===== config.mk =====
export PLATFORM = sky130hd
export DESIGN_NAME = instr_read_sequencer
export DESIGN_NICKNAME = d
export VERILOG_FILES = /design/src/rtl/instr_read_sequencer.sv
export SDC_FILE = /design/constraint.sdc
export NUM_CORES = 1
export LEC_CHECK = 0
export CORE_MARGIN = 3
export CORE_UTILIZATION = 41
export DETAILED_ROUTE_END_ITERATION = 10
export PLACE_DENSITY = 0.81
export SLEW_MARGIN = 30
export SYNTH_ARGS = -nofsm -noshare
export SYNTH_HDL_FRONTEND = slang
export SYNTH_SLANG_ARGS = --single-unit

===== constraint.sdc =====
create_clock -name clk -period 8.2 [get_ports clk]
set_clock_uncertainty 0.2 [all_clocks]
set_input_delay 2.05 -clock clk [delete_from_list [all_inputs] [get_ports clk]]
set_output_delay 2.05 -clock clk [all_outputs]
set_load 0.03 [all_outputs]

===== src/rtl/instr_read_sequencer.sv =====
// Sweeps instruction register locations and streams each entry out over a valid/ready handshake.
// Define INSTR_READ_SEQ_RESULT_CHECK_EN to build the result checker that drives err_count.
package instr_read_seq_pkg;
    typedef logic [4:0] address_t;

    typedef enum logic [2:0] {
        OP_ZERO, OP_PASSA, OP_PASSB, OP_ADD, OP_SUB, OP_MULT, OP_DIV, OP_MOD
    } opcode_t;

    typedef struct packed {
        opcode_t     opcode;
        logic [31:0] op_a;
        logic [31:0] op_b;
        logic [63:0] result;
    } instruction_t;
endpackage

// state | meaning
// IDLE  | waiting for start
// RUN   | loading entries while words remain
// DRAIN | last word loaded, waiting for its acceptance
module instr_read_sequencer
    import instr_read_seq_pkg::*;
(
    input  logic         clk,
    input  logic         reset,
    input  logic         start,
    input  address_t     first_addr,
    input  logic [5:0]   count,
    input  logic         direction,
    output address_t     read_pointer,
    input  instruction_t instruction_word,
    output logic         out_valid,
    input  logic         out_ready,
    output instruction_t out_word,
    output logic [4:0]   out_addr,
    output logic         busy,
    output logic         done,
    output logic [7:0]   err_count
);
    typedef enum logic [1:0] {S_IDLE, S_RUN, S_DRAIN} state_t;

    state_t     state, state_nxt;
    logic [5:0] remaining;
    logic       dir_q;
    logic       accept, load, sweep_start, sweep_empty, sweep_end;

    assign accept = out_valid && out_ready;

    always_ff @(posedge clk or posedge reset) begin
        if (reset) state <= S_IDLE;
        else       state <= state_nxt;
    end

    always_comb begin
        state_nxt   = state;
        load        = 1'b0;
        sweep_start = 1'b0;
        sweep_empty = 1'b0;
        sweep_end   = 1'b0;
        case (state)
            S_IDLE: begin
                if (start) begin
                    if (count != 6'd0) begin
                        sweep_start = 1'b1;
                        state_nxt   = S_RUN;
                    end else begin
                        sweep_empty = 1'b1;
                    end
                end
            end
            S_RUN: begin
                load = (!out_valid || out_ready) && (remaining != 6'd0);
                if (load && remaining == 6'd1) state_nxt = S_DRAIN;
            end
            S_DRAIN: begin
                if (accept) begin
                    sweep_end = 1'b1;
                    state_nxt = S_IDLE;
                end
            end
            default: state_nxt = S_IDLE;
        endcase
    end

    // Direction is latched at start so a sweep cannot change course midway.
    always_ff @(posedge clk or posedge reset) begin
        if (reset) begin
            read_pointer <= '0;
            remaining    <= '0;
            dir_q        <= 1'b0;
            out_valid    <= 1'b0;
            out_word     <= '0;
            out_addr     <= '0;
            busy         <= 1'b0;
            done         <= 1'b0;
        end else begin
            done <= sweep_empty || sweep_end;
            if (sweep_start) begin
                read_pointer <= first_addr;
                remaining    <= (count > 6'd32) ? 6'd32 : count;
                dir_q        <= direction;
                busy         <= 1'b1;
            end
            if (sweep_end) busy <= 1'b0;
            if (load) begin
                out_word     <= instruction_word;
                out_addr     <= read_pointer;
                out_valid    <= 1'b1;
                remaining    <= remaining - 6'd1;
                read_pointer <= dir_q ? read_pointer - 5'd1 : read_pointer + 5'd1;
            end else if (accept) begin
                out_valid <= 1'b0;
            end
        end
    end

`ifdef INSTR_READ_SEQ_RESULT_CHECK_EN
    logic signed [63:0] op_a_ext, op_b_ext, expected;

    always_comb begin
        op_a_ext = {{32{out_word.op_a[31]}}, out_word.op_a};
        op_b_ext = {{32{out_word.op_b[31]}}, out_word.op_b};
        expected = '0;
        case (out_word.opcode)
            OP_ZERO:  expected = '0;
            OP_PASSA: expected = op_a_ext;
            OP_PASSB: expected = op_b_ext;
            OP_ADD:   expected = op_a_ext + op_b_ext;
            OP_SUB:   expected = op_a_ext - op_b_ext;
            OP_MULT:  expected = op_a_ext * op_b_ext;
            OP_DIV:   expected = (op_b_ext == 64'sd0) ? 64'sd0 : op_a_ext / op_b_ext;
            OP_MOD:   expected = (op_b_ext == 64'sd0) ? 64'sd0 : op_a_ext % op_b_ext;
            default:  expected = '0;
        endcase
    end

    always_ff @(posedge clk or posedge reset) begin
        if (reset) begin
            err_count <= '0;
        end else if (accept && (expected != out_word.result) && (err_count != 8'hff)) begin
            err_count <= err_count + 8'd1;
        end
    end
`else
    assign err_count = '0;
`endif

endmodule

Word level (Yosys, flattened, before mapping) --
Index checks and enable logic that the tools add are counted.
Operators by class: $add $sub $neg 3, multipliers 0, div/mod/pow operators 0, magnitude comparators 1, equal/unequal tests 7, shifts and indexed selects 0, mux-type cells 24, bitwise logic cells 0, reduce and logical (&&, ||, !) cells 13
Operator list (number):
- 6-bit two-way mux | 3
- 5-bit two-way mux | 3
- 1-bit two-way mux | 13
- 6-bit nonzero test | 2
- 2-bit two-way mux | 4
- 2-bit != test (second input constant) | 4
- 6-bit by 1-bit equality test with 1-bit output (second input constant) | 1
- 6-bit greater-than comparator (second input constant) | 1
- 2-bit case mux with 3 select lines | 1
- 2-bit nonzero test | 3
- 6-bit by 1-bit subtractor with 6-bit output (second input constant) | 1
- 5-bit by 1-bit adder with 5-bit output (second input constant) | 1
- 5-bit by 1-bit subtractor with 5-bit output (second input constant) | 1
- 4-bit AND reduction | 1
- 1-bit logical AND | 3
- 2-bit by 1-bit equality test with 1-bit output (second input constant) | 1
- 2-bit equality test (second input constant) | 1
- 2-bit logical NOT | 1
- 1-bit logical OR | 2
- 1-bit logical NOT | 1
Word-level totals: bits in registers 153, bits in latches 0, memory bits (writable) 0, ROM bits 0, input port bits 147, output and inout bits 152, logic and storage cells 60, memories 0

Longest topological paths before layout --
Gate-level depths: netlist (run 1).
depth after elaboration 6, gate-level depth with buffers 9, gate-level depth less buffers 6

Worst setup path after synthesis (run 1) --
Ideal clock, no wire load.
path type input to register, start point input count[0], end point register read_pointer[4], library setup time 0.122 ns, arrival 3.379 ns, data required time 7.878 ns, slack 4.499 ns, cell stages on the path 4, buffers on the path 0, cell sequence or4_1 > o31a_1 > or3_1 > o2111a_1
Between the ends: cells in the longest elaborated chain, start to end 5
RTL lines:
- start, declared | line 29 | input logic [5:0] count,
- 6-bit nonzero test | line 64 | if (count != 6'd0) begin
- 1-bit two-way mux | line 64
- 1-bit two-way mux | line 63 | if (start) begin
- 1-bit two-way mux | line 61 | case (state)
- 2-bit nonzero test (no line)
- end signal, assigned | line 100 | read_pointer <= first_addr;
- end signal, assigned | line 111 | read_pointer <= dir_q ? read_pointer - 5'd1 : read_pointer + 5'd1;
- end, declared | line 31 | output address_t read_pointer,
No other way between the ends. A chain may end at the register's enable or synchronous reset.

Worst setup path in the final report (run 1) --
start point input out_ready, end point register read_pointer[0]
Between the ends: cells in the longest elaborated chain, start to end 4, elaborated cells on any way between the ends 5, classes of those cells mux (2); reduce/logical (3)
RTL lines:
- start, declared | line 34 | input logic out_ready,
- 1-bit logical OR * | line 73 | load = (!out_valid || out_ready) && (remaining != 6'd0);
- 1-bit logical AND * | line 73
- 1-bit two-way mux * | line 61
- 5-bit two-way mux / 2-bit nonzero test (equally long branches)
Every way passes the cells marked *; elsewhere a longest branch is shown, timed or not.

==> results of run 1 <==
[tightest hold or removal path, stage by stage (launching register included)]
cell                      delay, ns
sky130_fd_sc_hd__dfrtp_1       0.34
sky130_fd_sc_hd__nand2_1       0.05
sky130_fd_sc_hd__nand2_1       0.06
[layout make-up]
type	instances	area, sq um
Clock inverter	10	143
Clock buffer	21	460
Timing Repair Buffer	294	2940
Inverter	5	23.8
Tap cell	184	230
Fill cell	1160	4920
Multi-Input combinational cell	495	2160
Sequential cell	153	3830
[worst max path at each step]
stage	from	to	slack [ns]
finish	out_ready	read_pointer[0]	3.62
global placement	out_ready	read_pointer[0]	3.27
floorplan	reset	busy	1.83
CTS	out_ready	read_pointer[0]	3.65
detailed placement	out_ready	read_pointer[0]	3.24
global route	out_ready	read_pointer[0]	3.39
[metal layers]
metal	global-route usage [%]	vias to the layer above	routed length [um]
met3	7.34	23	1510
met2	34.2	215	8630
met4	6.78	0	328
met1	26.4	2539	7290
met5	0	-	0
li1	-	2688	-
[Yosys cell counts (all sizes together), types with 3 or more instances]
| cell | count |
|---|---|
| ha | 5 |
| o21ai | 3 |
| a21oi | 3 |
| o211ai | 5 |
| nand2b | 3 |
| or3 | 3 |
| dfrtp | 153 |
| clkbuf | 3 |
| nand2 | 419 |
| nand3 | 7 |
| nor3 | 3 |
| inv | 5 |
| o311ai | 3 |
| nor2 | 3 |
| buf | 38 |
[per-stage QoR]
step                power [mW]  std cells  setup WS [ns]
floorplan                 2.79        694           1.83
global placement          3.69       1131           3.27
detailed placement        3.74       1131           3.24
CTS                       4.56       1162           3.65
global route              4.79       1162           3.39
finish                    4.52       1162           3.62
[flip-flops by register name, indices dropped and copies added, names as in the netlist]
| name | count |
|---|---|
| out_valid | 1 |
| out_addr | 5 |
| busy | 1 |
| dir_q | 1 |
| out_word | 131 |
| remaining | 6 |
| state | 2 |
| done | 1 |
| read_pointer | 5 |
[report_power, final]
| group | internal [mW] | total (mW) | switching [mW] |
|---|---|---|---|
| Combinational | 0.913 | 2.36 | 1.45 |
| Sequential | 1.13 | 1.36 | 0.227 |
| Clock | 0.494 | 0.798 | 0.304 |
| Total | 2.54 | 4.52 | 1.98 |
[kinds of logic after synthesis]
| family | after synthesis | synth area share, % |
|---|---|---|
| simple gates | 450 | 28.2 |
| flops | 153 | 61.3 |
| buf+inv | 46 | 4.89 |
| compound gates | 27 | 3.63 |
| fa+ha+maj | 6 | 1.32 |
| xor+xnor | 2 | 0.281 |
| mux | 2 | 0.321 |
| other cells | 1 | 0.0601 |
==> flow_results.org, run 1 <==
** Status
- The run finished with clean final reports.

** Timing
- For the pin with the worst max-slew slack, the measured transition is 0.899 ns.
- Based on the critical path, the design can be clocked at up to 218 MHz.
- Share of the clock period used by the worst path :: 55.8%
- Max transition margin :: 39.9%
- Unrepaired setup endpoints after global routing :: false
- Final count of pins violating max slew :: 0
- The smallest clock period supported by the final layout is computed as 4.58 ns.
- Total of endpoints with negative setup slack in the final report :: 0
- Final hold slack :: 0.269 ns
- Setup total negative slack on the finished layout was measured at 0 ns.
- The number of hold-slack violations in the final timing report came to 0.

** Critical path
- Depth of the most critical reg-to-reg path :: 7
- The setup path with the least slack is of type input pin to register.
- STA classifies the critical path startpoint as an input pin.
- In this run the critical register-to-register path is captured at read_pointer[0].
- Levels on crit path :: 6
- Data on the critical path is required at its endpoint by 8.30 ns.
- On the critical path the largest part of the delay comes from buffers and inverters.
- Critical path's largest stage delay :: 0.82 ns
- STA classifies the critical path endpoint as a register.
- Traced cell by cell, the critical path runs through clkdlybuf4s50_1 > nand2b_1 > o311a_4 > buf_4 > nand2_1 > o221a_2.
- Data arrives at the worst endpoint at 4.68 ns.
- For this design, the slowest cell found on the critical path is sky130_fd_sc_hd__o311a_4.
- Setup slack on the worst reg-to-reg path comes out at 5.07 ns.
- The worst register-to-register path begins at remaining[0].
- In this run the worst path has a maximum fanout of 84.
- The critical path contains buffers and inverters numbering 2 combined.

** Floorplan
- The die covers 16,700 sq um.
- From left edge to right edge, the die measures 129 um.
- The initial utilization of the core area, before any placement, comes to 42.5%.
- Area of the core region :: 14,700 sq um
- Measured along the y axis, the die boundary spans 129 um.
- # IOs :: 299
- Number of placement rows :: 44

** Logic synthesis
- Number of standard cells after synthesis :: 687
- The synthesized design contains 153 register bits.
- Number of warnings issued by yosys :: 0
- Summing the sequential cell areas from Yosys gives 61.3% of the chip area.
- Number of enable-type register cells in the synthesized netlist :: 0
- Of all flip-flops after synthesis, the portion carrying an async set or reset was 100%.
- Ranked by total cell area, the synthesized netlist is headed by sky130_fd_sc_hd__dfrtp_1 61%, sky130_fd_sc_hd__nand2_1 25%, sky130_fd_sc_hd__buf_6 1.8%, sky130_fd_sc_hd__buf_2 1.5%, sky130_fd_sc_hd__buf_4 1.1%.
- Library cells used by synthesis :: 44
- Of the post-synthesis cell area, the dominant cell type holds 61.3%.
- For this run, the leading register cell type out of synthesis is sky130_fd_sc_hd__dfrtp_1.
- Total standard cell area after synthesis :: 6240 sq um
- Mean cell area of the mapped netlist :: 9.09 sq um
- sky130_fd_sc_hd__dfrtp_1 takes more of the synthesized area than any other cell.

** Pwr
- The analysis attributes to cell leakage a power of 4.72 nW.
- Power density over cell area :: 462 nW/um^2
- The worst-case IR drop observed on VDD is 0.289 mV.

** CTS
- Largest buffer count on any clock path :: 2
- TritonCTS clock tree :: done
- Hold Buf Count CTS :: 0
- Number of gates given a new drive strength after cts :: 0
- # Post-CTS Setup Buffers :: 0
- Counting the buffers created by CTS gives 17.
- At the later pin of the worst-skew pair, clock insertion delay measures 0.42 ns.
- The cell sitting at the root of the clock tree is a sky130_fd_sc_hd__clkbuf_16.
- Clock input transition at the sequential cells of the worst setup and hold paths :: 0.06 ns
- Sinks on Clock Net :: 153
- Number of H-tree levels :: 4

** GRT
- First-pass GRT wire length :: 27,600 um
- Initial antenna violation count :: 0
- Remaining Overflow, GRT :: 0
- Vias in the first global route :: 5,297
- Entering global routing, the biggest net connects 112 pins.
- Global routing consumed, over all layers together, 21.0% of the routing resources.

** Drt
- The first TritonRoute pass finished after 4 iterations.
- Post-route antenna net violation count :: 0
- For this run, design rule violations remaining after detail routing come to 0.
- The detailed router placed 5,465 vias in this run.
- In the final routed layout, each cell accounts on average for 15.3 um.
- Vias per cell :: 4.70
- The final layout contains routed wiring with a total length of 17,800 um.
- Starting DRT DRC Count :: 361

** Finish
- The repair_antennas step left the layout with diodes totalling 0.
- The library cells used most frequently in the layout, excluding fill and tap cells, are 419 x sky130_fd_sc_hd__nand2_1, 290 x sky130_fd_sc_hd__clkdlybuf4s50_1, 153 x sky130_fd_sc_hd__dfrtp_1.
- Relative to the synthesized area, the layout overhead comes to 56.6%.
- Cell area after layout :: 9780 sq um
- The post-route netlist has 3.99% of its cells at a drive strength greater than 1.
- Commonest non-fill, non-tap cell in the layout :: sky130_fd_sc_hd__nand2_1
- For this run, the post-layout net count is 1,119.
- For this run, the share of the core covered by cells in the final layout is 66.5%.

** Placement
- Port buffering added 290 buffers.
- DPL Wire Length :: 12,500 um
- Instance area after placement :: 9170 sq um
- Final GP Congestion :: 0.789

** Flow run
- Number of maximum-capacitance constraint violations :: 0

** Min path
- Destination of the worst hold path :: out_word[99]
- The worst hold path belongs to the class register to register.
- Launch point of the worst hold path :: out_word[99]
- Number of stages on the worst hold path :: 2
(Power assumes the default switching activity.)
==> run 2: changes to the inputs <==
--- a/config.mk
+++ b/config.mk
@@ -6,9 +6,9 @@
 export NUM_CORES = 1
 export LEC_CHECK = 0
 export CORE_MARGIN = 3
-export CORE_UTILIZATION = 41
+export CORE_UTILIZATION = 37
 export DETAILED_ROUTE_END_ITERATION = 10
-export PLACE_DENSITY = 0.81
+export PLACE_DENSITY = 0.77
 export SLEW_MARGIN = 30
 export SYNTH_ARGS = -nofsm -noshare
 export SYNTH_HDL_FRONTEND = slang
==> constraint.sdc (replaced) <==
create_clock -name clk -period 3.9 [get_ports clk]
set_clock_uncertainty 0.2 [all_clocks]
set_input_delay 0.975 -clock clk [delete_from_list [all_inputs] [get_ports clk]]
set_output_delay 0.975 -clock clk [all_outputs]
set_load 0.03 [all_outputs]
==> run 2 against run 1 <==
Against the previous run:
- critical path depth rose by 1
- largest cell class unchanged
- wire length up 1.8%
- global-route usage is 1.7 points lower
- core utilization decreased by 5.1 points
- sequential cell count stayed put
- final area rose by 1.7%
- highest routed layer unchanged
- via count rose by 1.5%
- cell count increased by 3.5%
- non-clock buffer count grew 10
- sequential share of layout area is 0.64 points lower
==> flow_results.org, run 2 (synthesis gave the netlist of run 1 again) <==
** Status
- Result of the run: finished, final reports clean (unchanged).

** Timing
- Max transition margin :: 54.3% (was 39.9%)
- The setup TNS is 0 ns (unchanged).
- Min Tclk post-route :: 2.80 ns
- The final number of setup-violating endpoints is 0 (unchanged).
- The number of hold-slack violations in the final timing report was 0 (unchanged).
- Worst-Margin Slew :: 0.683 ns (was 0.899 ns)
- Unrepaired setup endpoints after global routing :: false (unchanged)
- Of the available clock period, the critical path in the final layout requires 71.7%.
- The final number of max-transition violations came to 0 (unchanged).
- FMAX :: 357 MHz

** Floorplan
- Die footprint :: 18,500 sq um (was 16,700 sq um)
- # IOs :: 299 (unchanged)
- The horizontal extent of the die is 136 um (was 129 um).
- The area of the core was 16,200 sq um (was 14,700 sq um).
- The starting density of the core came to 38.6% (was 42.5%).
- Number of placement rows :: 46 (was 44)
- The die span in y came to 136 um (was 129 um).

** Finish
- The number of inserted diodes was 0 (unchanged).
- Commonest non-fill, non-tap cell in the layout :: sky130_fd_sc_hd__nand2_1 (unchanged)
- The number of flip-flops in the largest register was 131 (unchanged).
- Share of cells above drive strength 1 :: 5.07% (was 3.99%)
- Count of non-filler cells in the finished layout :: 1,203 (was 1,162)
- Number of nets in the layout :: 1,129 (was 1,119)
- Commonest cells after routing, fill and taps aside: 419 x sky130_fd_sc_hd__nand2_1, 290 x sky130_fd_sc_hd__clkdlybuf4s50_1, 153 x sky130_fd_sc_hd__dfrtp_1 (unchanged).
- The largest register by flop count was out_word (unchanged).
- The signed area change from the synthesized netlist to the final layout came to 59.2% (was 56.6%).
- Largest registers in the final layout :: out_word (131), remaining (6) (unchanged)

** Pwr
- Switch Pwr :: 4.21 mW (was 1.98 mW)
- The switching share of power was 43.8% (about the same).
- The internal power came to 5.40 mW (was 2.54 mW).
- LEAKAGE :: 4.80 nW (was 4.72 nW)
- The largest vdd supply drop came to 0.492 mV (was 0.289 mV).
- The areal power density over the cells is 966 nW/um^2 (was 462 nW/um^2).
- Portion of total power attributed to the clock network :: 17.5% (was 17.7%)
- The combinational share of power was 52.8% (was 52.3%).
- The share of power burned in registers came to 29.7% (was 30.0%).

** Drt
- Via count :: 5,545 (was 5,465)
- The routed wirelength normalized by instance count was 15.0 um (was 15.3 um).
- The wire length reported by the detailed router came to 18,100 um (was 17,800 um).
- Initial DRT Pass Iterations :: 5 (was 4)
- Post-detailed-route DRC marker count :: 0 (unchanged)
- Starting DRT DRC Count :: 231 (was 361)
- Vias per cell :: 4.61 (was 4.70)
- The number of routed nets with antenna violations is 0 (unchanged).

** CTS
- Largest buffer count on any clock path :: 2 (unchanged)
- Number of H-tree levels :: 4 (unchanged)
- The post-cts hold buffer count came to 0 (unchanged).
- The sink count of the clock tree was 153 (unchanged).
- The clock tree from TritonCTS is done (unchanged).
- Clock root cell :: sky130_fd_sc_hd__clkbuf_16 (unchanged)
- The number of resized instances in the post-cts repair step came to 0 (unchanged).
- The clock latency on the worst-skew pair came to 0.42 ns (about the same).
- The post-CTS repair timing setup buffer count was 0 (unchanged).
- The clock transition at the registers of the reported paths came to 0.06 ns (about the same).
- TritonCTS buffer count :: 17 (unchanged)

** GRT
- The overflow left after global routing was 0 (unchanged).
- The pin count of the biggest net entering global routing came to 82 (was 112).
- The global-route usage over all layers is 19.3% (was 21.0%).
- Initial antenna violation count :: 0 (unchanged)
- First-pass GRT wire length :: 28,100 um (was 27,600 um)
- Vias in the first global route :: 5,549 (was 5,297)

** Placement
- DPL Wire Length :: 12,900 um (was 12,500 um)
- Buffers added on ports :: 290 (unchanged)
- The final weighted congestion in routability-driven placement came to 0.811 (was 0.789).
- The number of placed instances, taps included was 1,173 (was 1,131).

** Critical path
- Critical path arrival :: 2.91 ns (was 4.68 ns)
- Critical path cell sequence: inv_1 > ha_1 > or3b_4 > o311ai_4 > buf_12 > nand2_1 > o221a_2 (was clkdlybuf4s50_1 > nand2b_1 > o311a_4 > buf_4 > nand2_1 > o221a_2).
- The endpoint class of the critical path was a register (unchanged).
- CP Data Required Time :: 4.01 ns (was 8.30 ns)
- The kind of start point of the critical path was a register (was input pin).
- The maximum fanout encountered on the critical timing path is 81 (was 84).
- The slowest library cell on the worst path was sky130_fd_sc_hd__o311ai_4 (was sky130_fd_sc_hd__o311a_4).
- CP Class :: register to register (was input pin to register)
- Critical path's largest stage delay :: 0.59 ns (was 0.82 ns)

** Min path
- The class of the tightest hold or removal check is register to register (unchanged).

** Flow run
- The count of max-cap constraint violations was 0 (unchanged).
-- run 2: changes by cell type in the layout (fill, tap and decap cells not counted), sizes merged --
cell / change
buf: +10
clkinv: +5
clkbuf: -3
clkinvlp: -2
inv: -1
-- run 2: final timing paths --
path	from	to	slack [ns]	depth (start not counted)
worst max register to register	remaining[0]	read_pointer[0]	1.10	7
min in group asynchronous	reset	out_word[45]	0.80	2
worst max-delay path	remaining[0]	read_pointer[0]	1.10	7
worst min-delay path	out_word[23]	out_word[23]	0.27	2
max in group asynchronous	reset	out_word[75]	2.01	3
worst min register to register	out_word[23]	out_word[23]	0.27	2
-- run 2: layout make-up --
cell class / count / area (sq um)
Multi-Input combinational cell: 495 / 2150
Inverter: 5 / 22.5
Clock buffer: 18 / 439
Fill cell: 1335 / 6230
Tap cell: 216 / 270
Timing Repair Buffer: 304 / 3080
Sequential cell: 153 / 3830
Clock inverter: 12 / 149
-- run 2: critical path: cells and delay by family, from the launching register on --
kind                     cells  cell delay (ns)
adder cells (fa/ha/maj)      1             0.24
buffers and inverters        2             0.46
AND/OR/NAND/NOR              2             0.53
AO/OA/AOI/OAI                2             0.84
flip-flops                   1             0.44
-- run 2: stage by stage --
stage               setup slack (ns)  power [mW]  util, %  cell area, sq um  hold slack (ns)
global route                   0.961        10.2     61.5              9940            0.292
global placement               0.771        7.90     57.8              9350            0.256
detailed placement             0.739        7.99     57.8              9350            0.261
CTS                             1.08        9.71     61.5              9940            0.276
finish                          1.10        9.61     61.5              9940            0.271
floorplan                      0.794        5.87        -              6270            0.266
-- run 2: power by group through the flow --
stage               clock (mW)  combinational [mW]  sequential, mW
CTS                       1.71                5.14            2.86
finish                    1.68                5.08            2.85
global placement             0                5.06            2.84
global route              1.78                5.46            2.95
detailed placement           0                5.13            2.87
floorplan                    0                1.57            4.30
-- run 2: metal layers --
metal / share of wire [%] / vias up / global-route usage [%] / routed length [um]
li1: - / 2703 / - / -
met1: 40 / 2603 / 23.1 / 7230
met2: 48 / 217 / 31.8 / 8740
met3: 10 / 22 / 7.66 / 1800
met4: 1.7 / 0 / 6.66 / 299
met5: 0 / - / 0 / 0
==> run 3: changes to the inputs <==
--- a/config.mk
+++ b/config.mk
@@ -6,9 +6,9 @@
 export NUM_CORES = 1
 export LEC_CHECK = 0
 export CORE_MARGIN = 3
-export CORE_UTILIZATION = 37
+export CORE_UTILIZATION = 41
 export DETAILED_ROUTE_END_ITERATION = 10
-export PLACE_DENSITY = 0.77
+export PLACE_DENSITY = 0.81
 export SLEW_MARGIN = 30
 export SYNTH_ARGS = -nofsm -noshare
 export SYNTH_HDL_FRONTEND = slang
==> constraint.sdc (replaced) <==
create_clock -name clk -period 2.85 [get_ports clk]
set_clock_uncertainty 0.2 [all_clocks]
set_input_delay 0.7125 -clock clk [delete_from_list [all_inputs] [get_ports clk]]
set_output_delay 0.7125 -clock clk [all_outputs]
set_load 0.03 [all_outputs]
==> run 3 against run 2 <==
Against the previous run:
- clock power increased by 32%
- sequential share of layout area down 0.30 points
- combinational power up 42%
- largest power group unchanged
==> flow_results.org, run 3 (synthesis gave the netlist of run 1 again) <==
** Critical path
- The data required time at the worst endpoint is 1.94 ns (was 4.01 ns).
- The combined buffer and inverter count along the critical path was 1 (was 2).
- The kind of start point of the critical path is a register (unchanged).
- Largest delay contributor family on the critical path :: buffers and inverters (was compound AO/OA/AOI/OAI gates)
- R2R setup slack :: 0.42 ns (was 1.10 ns)
- The last element of the critical path is read_pointer[1] (was read_pointer[0]).
- CP Class :: register to output port (was register to register)
- The number of cells on the worst reg-to-reg path is 6 (was 7).
- Critical path cell sequence :: clkdlybuf4s50_1 (was inv_1 > ha_1 > or3b_4 > o311ai_4 > buf_12 > nand2_1 > o221a_2)
- Worst setup startpoint :: read_pointer[1] (was remaining[0])
- Master of the slowest instance on the critical path :: sky130_fd_sc_hd__clkdlybuf4s50_1 (was sky130_fd_sc_hd__o311ai_4)
- The maximum fanout encountered on the critical timing path is 5 (was 81).
- Reg2reg end :: read_pointer[4] (was read_pointer[0])
- Critical Path End Type :: output port (was register)
- Critical path arrival :: 1.63 ns (was 2.91 ns)
- Source of the worst register-to-register timing path :: remaining[1] (was remaining[0])
- The largest stage delay on the critical path came to 0.76 ns (was 0.59 ns).
- Levels on crit path :: 1 (was 7)

** Placement
- The post-placement cell area came to 9410 sq um (was 9350 sq um).
- The half-perimeter wire length of the detailed placement result came to 13,500 um (was 12,900 um).
- Count of placed standard cells including taps :: 1,147 (was 1,173)
- Final GP Congestion :: 0.845 (was 0.811)
- The number of input and output port buffers inserted came to 290 (unchanged).

** GRT
- The number of global-route vias before repair was 5,699 (was 5,549).
- Remaining Overflow, GRT :: 0 (unchanged)
- The pin count of the biggest net entering global routing is 81 (was 82).
- First-pass GRT wire length :: 28,500 um (was 28,100 um)
- The global-route usage over all layers is 21.8% (was 19.3%).
- Initial antenna violation count :: 0 (unchanged)

** Timing
- Final count of pins violating max slew :: 0 (unchanged)
- Unrepaired setup endpoints after global routing :: false (unchanged)
- The final number of setup-violating endpoints is 0 (unchanged).
- The routed design could run at a clock period as short as 2.54 ns.
- Final hold violation count :: 0 (unchanged)
- Share of the clock period used by the worst path :: 89.2%
- The setup TNS was 0 ns (unchanged).
- FMAX :: 393 MHz

** Finish
- Commonest non-fill, non-tap cell in the layout :: sky130_fd_sc_hd__nand2_1 (unchanged)
- The number of nets at the end of the flow was 1,137 (was 1,129).
- Count of non-filler cells in the finished layout :: 1,181 (was 1,203)
- Cell area after layout :: 10,000 sq um (was 9940 sq um)
- Share of cells above drive strength 1 :: 5.82% (was 5.07%)
- Filler instances :: 1,129 (was 1,335)
- Commonest cells after routing, fill and taps aside: 419 x sky130_fd_sc_hd__nand2_1, 290 x sky130_fd_sc_hd__clkdlybuf4s50_1, 153 x sky130_fd_sc_hd__dfrtp_1 (unchanged).
- Register Area :: 3830 sq um (unchanged)
- Largest registers in the final layout: out_word (131), remaining (6) (unchanged).
- Number of antenna diodes :: 0 (unchanged)
- The signed area change from the synthesized netlist to the final layout is 60.4% (was 59.2%).
- The number of flip-flops in the largest register came to 131 (unchanged).
- Area of the multi-input gates :: 2150 sq um (unchanged)
- The largest register by flop count is out_word (unchanged).

** CTS
- Source-to-sink clock delay at the later pin of the worst-skew pair :: 0.42 ns (about the same)
- Sinks on Clock Net :: 153 (unchanged)
- The maximum count of clock buffers along a single path is 2 (unchanged).
- The clock transition at the registers of the reported paths was 0.06 ns (about the same).
- Number of gates given a new drive strength after cts :: 0 (unchanged)
- TritonCTS clock tree :: done (unchanged)
- TritonCTS buffer count :: 17 (unchanged)
- The clock tree root driver cell is sky130_fd_sc_hd__clkbuf_16 (unchanged).
- Number of H-tree levels :: 4 (unchanged)
- The post-cts hold buffer count was 0 (unchanged).

** Floorplan
- Starting density of the core :: 42.5% (was 38.6%)
- The number of core rows was 44 (was 46).
- The die area was 16,700 sq um (was 18,500 sq um).
- The horizontal extent of the die is 129 um (was 136 um).
- Area of the core region :: 14,700 sq um (was 16,200 sq um)
- The die span in y is 129 um (was 136 um).
- # IOs :: 299 (unchanged)

** Drt
- Via count :: 5,652 (was 5,545)
- The wire length reported by the detailed router is 18,600 um (was 18,100 um).
- Starting DRT DRC Count :: 295 (was 231)
- Routed len/inst :: 15.7 um (was 15.0 um)
- The number of routed nets with antenna violations was 0 (unchanged).
- The remaining routing DRC violations came to 0 (unchanged).
- Initial DRT Pass Iterations :: 4 (was 5)
- Vias per cell :: 4.79 (was 4.61)

** Pwr
- The areal power density over the cells is 1330 nW/um^2 (was 966 nW/um^2).
- Post-layout total power :: 13.3 mW (was 9.61 mW)
- The largest vdd supply drop is 0.726 mV (was 0.492 mV).
- LEAKAGE :: 4.84 nW (was 4.80 nW)

** Flow run
- Number of maximum-capacitance constraint violations :: 0 (unchanged)

** Min path
- The launch point of the worst hold path is out_word[123] (was out_word[23]).
- Worst Hold Class :: register to register (unchanged)

** Status
- Result of the run :: finished, final reports clean (unchanged)
==> run 3: cell types whose count changed in the layout (fill, tap and decap cells not counted), sizes merged <==
| cell | before | now |
|---|---|---|
| buf | 14 | 22 |
| bufinv | 3 | 2 |
| clkbuf | 18 | 21 |
| clkinv | 6 | 5 |
| clkinvlp | 2 | 5 |
| inv | 6 | 4 |
==> run 3: tightest hold or removal path, stage by stage (launching register included) <==
cell,delay (ns)
sky130_fd_sc_hd__dfrtp_1,0.34
sky130_fd_sc_hd__nand2_1,0.05
sky130_fd_sc_hd__nand2_1,0.05
==> run 3: routing by layer <==
metal | share of wire, % | GRT usage [%]
met1 | 38 | 25.1
met2 | 51 | 38.0
met3 | 9.3 | 7.50
met4 | 1.5 | 7.21
met5 | 0 | 0
==> run 3: how the worst min path moves through the flow <==
| stage | end | slack, ns | cells past startpoint |
|---|---|---|---|
| 2_1_floorplan | done | 0.27 | 1 |
| 3_3_place_gp | out_word[27] | 0.26 | 2 |
| 3_5_place_dp | out_word[34] | 0.26 | 2 |
| 4_1_cts | out_word[34] | 0.28 | 2 |
| 5_1_grt | out_word[1] | 0.29 | 2 |
| 6_report | out_word[123] | 0.27 | 2 |
==> run 3: where the power goes <==
part | leakage, nW | total, mW | internal [mW] | switching (mW)
registers | 1.85 | 3.91 | 3.25 | 0.662
clock network | 0.275 | 2.21 | 1.33 | 0.881
logic | 2.72 | 7.21 | 2.92 | 4.29
total | 4.84 | 13.3 | 7.51 | 5.83
==> run 3: per-stage QoR <==
stage	utilization [%]	hold slack [ns]	setup WS [ns]
2_1_floorplan	-	0.266	0.00657
3_3_place_gp	64.0	0.256	0.0515
3_5_place_dp	64.0	0.261	0.0306
4_1_cts	68.0	0.276	0.131
5_1_grt	68.2	0.286	0.250
6_report	68.2	0.272	0.307
==> run 3: area by class of cell <==
type / count / area share [%]
clock inverter: 11 / 1.22
tap: 184 / 2.30
timing repair buffer: 312 / 32.0
sequential: 153 / 38.2
multi-input combinational: 495 / 21.4
inverter: 5 / 0.225
clock buffer: 21 / 4.60
==> run 3: timing repair <==
| action | CTS | global route |
|---|---|---|
| setup buffers | 0 | 2 |
| endpoints found under the hold margin | 0 | 0 |
| endpoints found under the setup margin | 0 | 27 |
